### config.mk
export PLATFORM = sky130hd
export DESIGN_NAME = move_input_conditioner_flat
export DESIGN_NICKNAME = d
export VERILOG_FILES = /design/src/rtl/move_input_conditioner_if.sv /design/src/rtl/move_input_conditioner.sv /design/src/flat_wrapper.sv
export SDC_FILE = /design/constraint.sdc
export NUM_CORES = 1
export LEC_CHECK = 0
export BUFFER_PORTS_ARGS = -buffer_cell sky130_fd_sc_hd__buf_4
export CAP_MARGIN = 20
export CORE_MARGIN = 3
export CORE_UTILIZATION = 56
export DETAILED_ROUTE_END_ITERATION = 16
export GPL_TIMING_DRIVEN = 0
export PLACE_DENSITY = 0.75
export SYNTH_ARGS = -nofsm -noshare
export SYNTH_HDL_FRONTEND = slang
export SYNTH_SLANG_ARGS = --single-unit
### constraint.sdc
create_clock -name i_Clk -period 3.23 [get_ports i_Clk]
set_input_delay 0.323 -clock i_Clk [delete_from_list [all_inputs] [get_ports i_Clk]]
set_output_delay 0.323 -clock i_Clk [all_outputs]
set_load 0.1 [all_outputs]
### src/rtl/move_input_conditioner_if.sv
// Raw switch inputs and conditioned pulse/level outputs of move_input_conditioner.
interface move_input_conditioner_if;
  logic i_Switch_Up;
  logic i_Switch_Down;
  logic i_Switch_Left;
  logic i_Switch_Right;
  logic i_Switch_Start;
  logic o_Up_Mvt;
  logic o_Down_Mvt;
  logic o_Left_Mvt;
  logic o_Right_Mvt;
  logic o_Game_Start;
  logic o_Any_Held;

  modport master (
    output i_Switch_Up, i_Switch_Down, i_Switch_Left, i_Switch_Right, i_Switch_Start,
    input  o_Up_Mvt, o_Down_Mvt, o_Left_Mvt, o_Right_Mvt, o_Game_Start, o_Any_Held
  );

  modport slave (
    input  i_Switch_Up, i_Switch_Down, i_Switch_Left, i_Switch_Right, i_Switch_Start,
    output o_Up_Mvt, o_Down_Mvt, o_Left_Mvt, o_Right_Mvt, o_Game_Start, o_Any_Held
  );
endinterface

### src/rtl/move_input_conditioner.sv
// Synchronise + debounce 4 direction switches and start; emit one-cycle press pulses (press at edge 3+DEBOUNCE_CYCLES).
// Optional hold-to-repeat of the owning direction under MOVE_AUTO_REPEAT_EN; no backpressure, losing presses dropped.
module move_input_conditioner #(
  parameter int DEBOUNCE_CYCLES = 250000,
  parameter int REPEAT_DELAY    = 7500000,
  parameter int REPEAT_RATE     = 2500000
) (
  input logic                      i_Clk,
  input logic                      i_Rst,
  move_input_conditioner_if.slave  io
);

  localparam int NIN = 5;
  localparam int DW  = (DEBOUNCE_CYCLES > 1) ? $clog2(DEBOUNCE_CYCLES) : 1;
  localparam logic [DW-1:0] DB_LAST = DW'(DEBOUNCE_CYCLES - 1);

  // Bit order: 0 Up, 1 Down, 2 Left, 3 Right, 4 Start (low index = higher priority).
  logic [NIN-1:0] raw;
  logic [NIN-1:0] sync1_q, sync2_q;
  logic [NIN-1:0] stable_q, stable_d;
  logic [NIN-1:0] prev_q;
  logic [NIN-1:0] press;
  logic [DW-1:0]  db_cnt_q [NIN];
  logic [DW-1:0]  db_cnt_d [NIN];
  logic [3:0]     win_oh;
  logic [3:0]     mvt_q, mvt_d;
  logic           start_q;
  logic           any_q;

  assign raw = {io.i_Switch_Start, io.i_Switch_Right, io.i_Switch_Left,
                io.i_Switch_Down, io.i_Switch_Up};

  always_comb begin
    stable_d = stable_q;
    for (int i = 0; i < NIN; i++) begin
      db_cnt_d[i] = '0;
      if (sync2_q[i] != stable_q[i]) begin
        if (db_cnt_q[i] == DB_LAST) begin
          stable_d[i] = ~stable_q[i];
        end else begin
          db_cnt_d[i] = db_cnt_q[i] + DW'(1);
        end
      end
    end
  end

  assign press = stable_q & ~prev_q;

  always_comb begin
    win_oh = '0;
    if (press[0])      win_oh = 4'b0001;
    else if (press[1]) win_oh = 4'b0010;
    else if (press[2]) win_oh = 4'b0100;
    else if (press[3]) win_oh = 4'b1000;
  end

`ifdef MOVE_AUTO_REPEAT_EN
  localparam int RMAX = (REPEAT_DELAY > REPEAT_RATE) ? REPEAT_DELAY : REPEAT_RATE;
  localparam int RW   = (RMAX > 1) ? $clog2(RMAX) : 1;
  localparam logic [RW-1:0] DELAY_LAST = RW'(REPEAT_DELAY - 1);
  localparam logic [RW-1:0] RATE_LAST  = RW'(REPEAT_RATE - 1);

  typedef enum logic [1:0] {IDLE, DELAY, REPEAT} rpt_state_e;

  rpt_state_e     state_q, state_d;
  logic [1:0]     owner_q, owner_d;
  logic [1:0]     win_idx;
  logic [RW-1:0]  rcnt_q, rcnt_d;
  logic [RW-1:0]  rlast;

  assign win_idx = {win_oh[3] | win_oh[2], win_oh[3] | win_oh[1]};

  // A fresh press always wins over release and over a same-cycle repeat expiry.
  always_comb begin
    state_d = state_q;
    owner_d = owner_q;
    rcnt_d  = rcnt_q;
    mvt_d   = '0;
    rlast   = (state_q == DELAY) ? DELAY_LAST : RATE_LAST;
    if (|win_oh) begin
      mvt_d   = win_oh;
      owner_d = win_idx;
      rcnt_d  = '0;
      state_d = DELAY;
    end else if (state_q != IDLE) begin
      if (!stable_q[owner_q]) begin
        state_d = IDLE;
        rcnt_d  = '0;
      end else if (rcnt_q == rlast) begin
        mvt_d   = 4'b0001 << owner_q;
        rcnt_d  = '0;
        state_d = REPEAT;
      end else begin
        rcnt_d  = rcnt_q + RW'(1);
      end
    end
  end

  always_ff @(posedge i_Clk or posedge i_Rst) begin
    if (i_Rst) begin
      state_q <= IDLE;
      owner_q <= '0;
      rcnt_q  <= '0;
    end else begin
      state_q <= state_d;
      owner_q <= owner_d;
      rcnt_q  <= rcnt_d;
    end
  end
`else
  logic unused_repeat_cfg;
  assign unused_repeat_cfg = ^{REPEAT_DELAY, REPEAT_RATE};
  assign mvt_d = win_oh;
`endif

  always_ff @(posedge i_Clk or posedge i_Rst) begin
    if (i_Rst) begin
      sync1_q  <= '0;
      sync2_q  <= '0;
      stable_q <= '0;
      prev_q   <= '0;
      for (int i = 0; i < NIN; i++) db_cnt_q[i] <= '0;
      mvt_q    <= '0;
      start_q  <= 1'b0;
      any_q    <= 1'b0;
    end else begin
      sync1_q  <= raw;
      sync2_q  <= sync1_q;
      stable_q <= stable_d;
      prev_q   <= stable_q;
      for (int i = 0; i < NIN; i++) db_cnt_q[i] <= db_cnt_d[i];
      mvt_q    <= mvt_d;
      start_q  <= press[4];
      any_q    <= |stable_q[3:0];
    end
  end

  assign io.o_Up_Mvt     = mvt_q[0];
  assign io.o_Down_Mvt   = mvt_q[1];
  assign io.o_Left_Mvt   = mvt_q[2];
  assign io.o_Right_Mvt  = mvt_q[3];
  assign io.o_Game_Start = start_q;
  assign io.o_Any_Held   = any_q;

endmodule

### src/flat_wrapper.sv
// flat-port wrapper written by rule: the top's interface ports become plain ports
module move_input_conditioner_flat 
#(
  parameter int DEBOUNCE_CYCLES = 250000,
  parameter int REPEAT_DELAY    = 7500000,
  parameter int REPEAT_RATE     = 2500000
)
  (i_Clk, i_Rst, io_i_Switch_Up, io_i_Switch_Down, io_i_Switch_Left, io_i_Switch_Right, io_i_Switch_Start, io_o_Up_Mvt, io_o_Down_Mvt, io_o_Left_Mvt, io_o_Right_Mvt, io_o_Game_Start, io_o_Any_Held);
  move_input_conditioner_if io_i ();
  input logic i_Clk;
  input logic i_Rst;
  input wire logic [$bits(io_i.i_Switch_Up)-1:0] io_i_Switch_Up;
  input wire logic [$bits(io_i.i_Switch_Down)-1:0] io_i_Switch_Down;
  input wire logic [$bits(io_i.i_Switch_Left)-1:0] io_i_Switch_Left;
  input wire logic [$bits(io_i.i_Switch_Right)-1:0] io_i_Switch_Right;
  input wire logic [$bits(io_i.i_Switch_Start)-1:0] io_i_Switch_Start;
  output wire logic [$bits(io_i.o_Up_Mvt)-1:0] io_o_Up_Mvt;
  output wire logic [$bits(io_i.o_Down_Mvt)-1:0] io_o_Down_Mvt;
  output wire logic [$bits(io_i.o_Left_Mvt)-1:0] io_o_Left_Mvt;
  output wire logic [$bits(io_i.o_Right_Mvt)-1:0] io_o_Right_Mvt;
  output wire logic [$bits(io_i.o_Game_Start)-1:0] io_o_Game_Start;
  output wire logic [$bits(io_i.o_Any_Held)-1:0] io_o_Any_Held;
  assign io_i.i_Switch_Up = io_i_Switch_Up;
  assign io_i.i_Switch_Down = io_i_Switch_Down;
  assign io_i.i_Switch_Left = io_i_Switch_Left;
  assign io_i.i_Switch_Right = io_i_Switch_Right;
  assign io_i.i_Switch_Start = io_i_Switch_Start;
  assign io_o_Up_Mvt = io_i.o_Up_Mvt;
  assign io_o_Down_Mvt = io_i.o_Down_Mvt;
  assign io_o_Left_Mvt = io_i.o_Left_Mvt;
  assign io_o_Right_Mvt = io_i.o_Right_Mvt;
  assign io_o_Game_Start = io_i.o_Game_Start;
  assign io_o_Any_Held = io_i.o_Any_Held;
  move_input_conditioner #(.DEBOUNCE_CYCLES(DEBOUNCE_CYCLES), .REPEAT_DELAY(REPEAT_DELAY), .REPEAT_RATE(REPEAT_RATE)) u_core (.i_Clk(i_Clk), .i_Rst(i_Rst), .io(io_i));
endmodule
==> run summary <==
========================================================================================
Total half-perimeter wirelength after legalization and detailed placement        6460 um
Remaining design rule violation count                                                  0
Initial Utilization                                                                0.593
ANT cells                                                                              0
Highest clock frequency the design can meet                                      406 MHz
Synth top area cells                                                        dfrtp_1 55%, xnor2_1 8.7%, nor2_1 6.8%, xor2_1 3.8%, nand4_1 3.4%
Final worst-path cycle share                                                       0.762
Static leakage                                                                   2.60 nW
Maximum buffer depth of the clock tree                                                 2
Unrepaired setup endpoints after global routing                                    false
Number of nets at the end of the flow                                                562
Result of the run                                                              completed
Std cell rows                                                                         34
Cell Count, Final, Fillers Out                                                       689
Gp weighted congestion                                                             0.874
Synth-to-Final Area Change                                                         19.3%
Commonest non-fill, non-tap cells in the layout                             116 x dfrtp_1, 97 x nor2_1, 53 x xnor2_1
CTS tree                                                                             yes
Worst-skew pair later-pin latency                                                 520 ps
Area of the die                                                             0.0107 sq mm
Crit path time final                                                             2460 ps
Maximum number of pins on one net before global-route repair                          42
Fraction of synthesis flops using an asynchronous set or reset pin                  1.00
Startpoint type of the worst setup path                                         register
Transition time at the pin with the least slew margin                             895 ps
Via count of the first global-routing pass                                          3694
Final setup viols                                                                      0
Post-cts gate resize count                                                             0
Number of vias per cell                                                             5.66
Grt total ovfl                                                                         0
Antenna violations before repair                                                       0
Vias post-DR                                                                        3899
Fraction of layout instances using a drive strength above 1                        0.117
Antenna viol nets, final                                                               0
Die Width                                                                         103 um
Die Height                                                                        103 um
Sequential element share of the synthesized area                                   0.545
Clock-pin transition on the worst setup and hold timing paths                      60 ps
Mapped Avg Cell Area                                                          10.4 sq um
Max Fanout on Critical Path                                                           10
Pins Over Slew Limit                                                                   0
Final wirelength                                                                10200 um
Commonest non-fill, non-tap cell in the layout                                   dfrtp_1
Number of max-cap violations                                                           0
GRT Resource Usage Total                                                           0.214
Critical path capture point type                                                register
Critical path class                                                         register to register
Worst clock skew                                                                 5.63 ps
Number of H-tree levels                                                                4
Kind of path behind the tightest hold check                                 register to register
Overall power                                                                    3.73 mW
Number of register bits inferred by synthesis                                        116
Total I/O pin count                                                                   13
Worst path arrival time                                                          2860 ps
Unique masters post-synth                                                             35
Clock sink total                                                                     116
Top cell type by total area after synthesis                                      dfrtp_1
Drt first pass iters                                                                   4
Setup TNS                                                                           0 ps
Fin. Hold Viols                                                                        0
Clock buffers created by TritonCTS                                                    17
Worst-case vdd ir drop                                                            424 uV
Predominant post-synthesis flop cell                                             dfrtp_1
Power per standard cell area                                                 587 mW/mm^2
Worst slew margin relative to its limit                                            0.397
Global-route wire length before repair                                          17700 um
Placed insts                                                                         651
Critical Path RT                                                                 3630 ps
Count of warnings emitted by yosys                                                     0
Average wire per standard cell                                                   14.9 um
Share of Yosys cell area claimed by the top area cell type                         0.545
First-iteration detailed-routing DRC count                                           143
Cells after synthesis                                                                511
EDFF count, synth                                                                      0
Placeable Area                                                              0.00898 sq mm
Number of I/O port buffers                                                            12
Syn_nets                                                                             523
Root Buffer Master                                                              clkbuf_8
Mapped Area                                                                 0.00532 sq mm
========================================================================================
-- where the power goes --
part           total [mW]  switching (mW)  internal, mW  leakage [nW]
logic               0.103          0.0665        0.0362         0.690
clock network        2.13           0.687          1.44         0.323
registers            1.50          0.0220          1.48          1.59
-- critical path, cell delays in order (launching register included) --
cell     delay [ps]
dfrtp_1         390
ha_1            230
nand4_1         280
or4_4           640
o41ai_4         390
buf_2           310
nor2_1           90
-- routing by layer --
metal / global-route usage / share of wire / vias to the layer above
met5: 0 / 0 / -
met4: 0.0757 / 0.015 / 0
met3: 0.0570 / 0.037 / 15
met2: 0.344 / 0.49 / 81
met1: 0.283 / 0.46 / 1920
li1: - / - / 1883
-- sequential cells by signal, indices dropped and copies added, names as in the netlist --
register and count:
u_core.stable_q 5, u_core.mvt_q 4, u_core.sync1_q 5, u_core.io.o_Game_Start 1, u_core.sync2_q 5, u_core.db_cnt_q 90, u_core.prev_q 5, u_core.io.o_Any_Held 1
-- synthesized netlist by cell type (4+ instances only) --
master / count
nand4_1: 29
and4_1: 8
nand2b_1: 4
xnor2_1: 53
ha_1: 5
dfrtp_1: 116
xor2_1: 23
o31ai_1: 4
or3_1: 5
nor2b_1: 4
nand2_1: 22
or4_1: 9
inv_1: 17
nor2_1: 97
o21ai_0: 5
nor4_1: 22
mux2_2: 4
a21oi_1: 8
clkbuf_1: 4
nand3_1: 35
nor3_1: 17
-- per-stage QoR --
| step | hold WS (ps) | setup WS, ps | util | area [sq um] |
|---|---|---|---|---|
| 6_report | 355 | 769 | 0.707 | 6350 |
| 5_1_grt | 364 | 549 | 0.707 | 6350 |
| 4_1_cts | 350 | 776 | 0.707 | 6350 |
| 3_5_place_dp | 336 | 788 | 0.625 | 5610 |
| 3_3_place_gp | 333 | 814 | 0.621 | 5570 |
| 2_1_floorplan | 331 | 949 | - | 5330 |
-- final cells by class --
| type | instances | area [sq um] |
|---|---|---|
| sequential | 116 | 2900 |
| fill | 652 | 2630 |
| multi-input combinational | 371 | 2320 |
| clock buffer | 18 | 428 |
| clock inverter | 14 | 248 |
| timing repair buffer | 20 | 190 |
| tap | 126 | 158 |
| inverter | 17 | 67.6 |
| buffer | 7 | 36.3 |
-- cell families (layout without fill, tap and decap cells) --
| logic type | Yosys count | after routing | share of synthesized area |
|---|---|---|---|
| compound gates | 22 | 22 | 0.0339 |
| xor+xnor | 76 | 76 | 0.125 |
| fa+ha+maj | 5 | 5 | 0.0118 |
| buf+inv | 24 | 76 | 0.0188 |
| flops | 116 | 116 | 0.545 |
| mux | 6 | 6 | 0.0132 |
| simple gates | 262 | 262 | 0.252 |
-- worst paths after layout --
kind / start / end / slack [ps] / depth (start not counted)
setup / recovery: u_core.db_cnt_q[72]$_DFF_PP0_ / u_core.db_cnt_q[80]$_DFF_PP0_ / 770 / 6
hold / removal: u_core.sync1_q[1]$_DFF_PP0_ / u_core.sync2_q[1]$_DFF_PP0_ / 360 / 0
setup reg to reg: u_core.db_cnt_q[72]$_DFF_PP0_ / u_core.db_cnt_q[80]$_DFF_PP0_ / 770 / 6
hold reg to reg: u_core.sync1_q[1]$_DFF_PP0_ / u_core.sync2_q[1]$_DFF_PP0_ / 360 / 0
max in group asynchronous: i_Rst / u_core.db_cnt_q[50]$_DFF_PP0_ / 1790 / 5
min in group asynchronous: i_Rst / u_core.sync1_q[3]$_DFF_PP0_ / 510 / 3
-- timing repair --
item	in CTS	in global routing
hold buffers	6	0
hold endpoints to repair	41	0
setup buffers	0	0
Note: power is estimated with default switching activity, not from simulation.
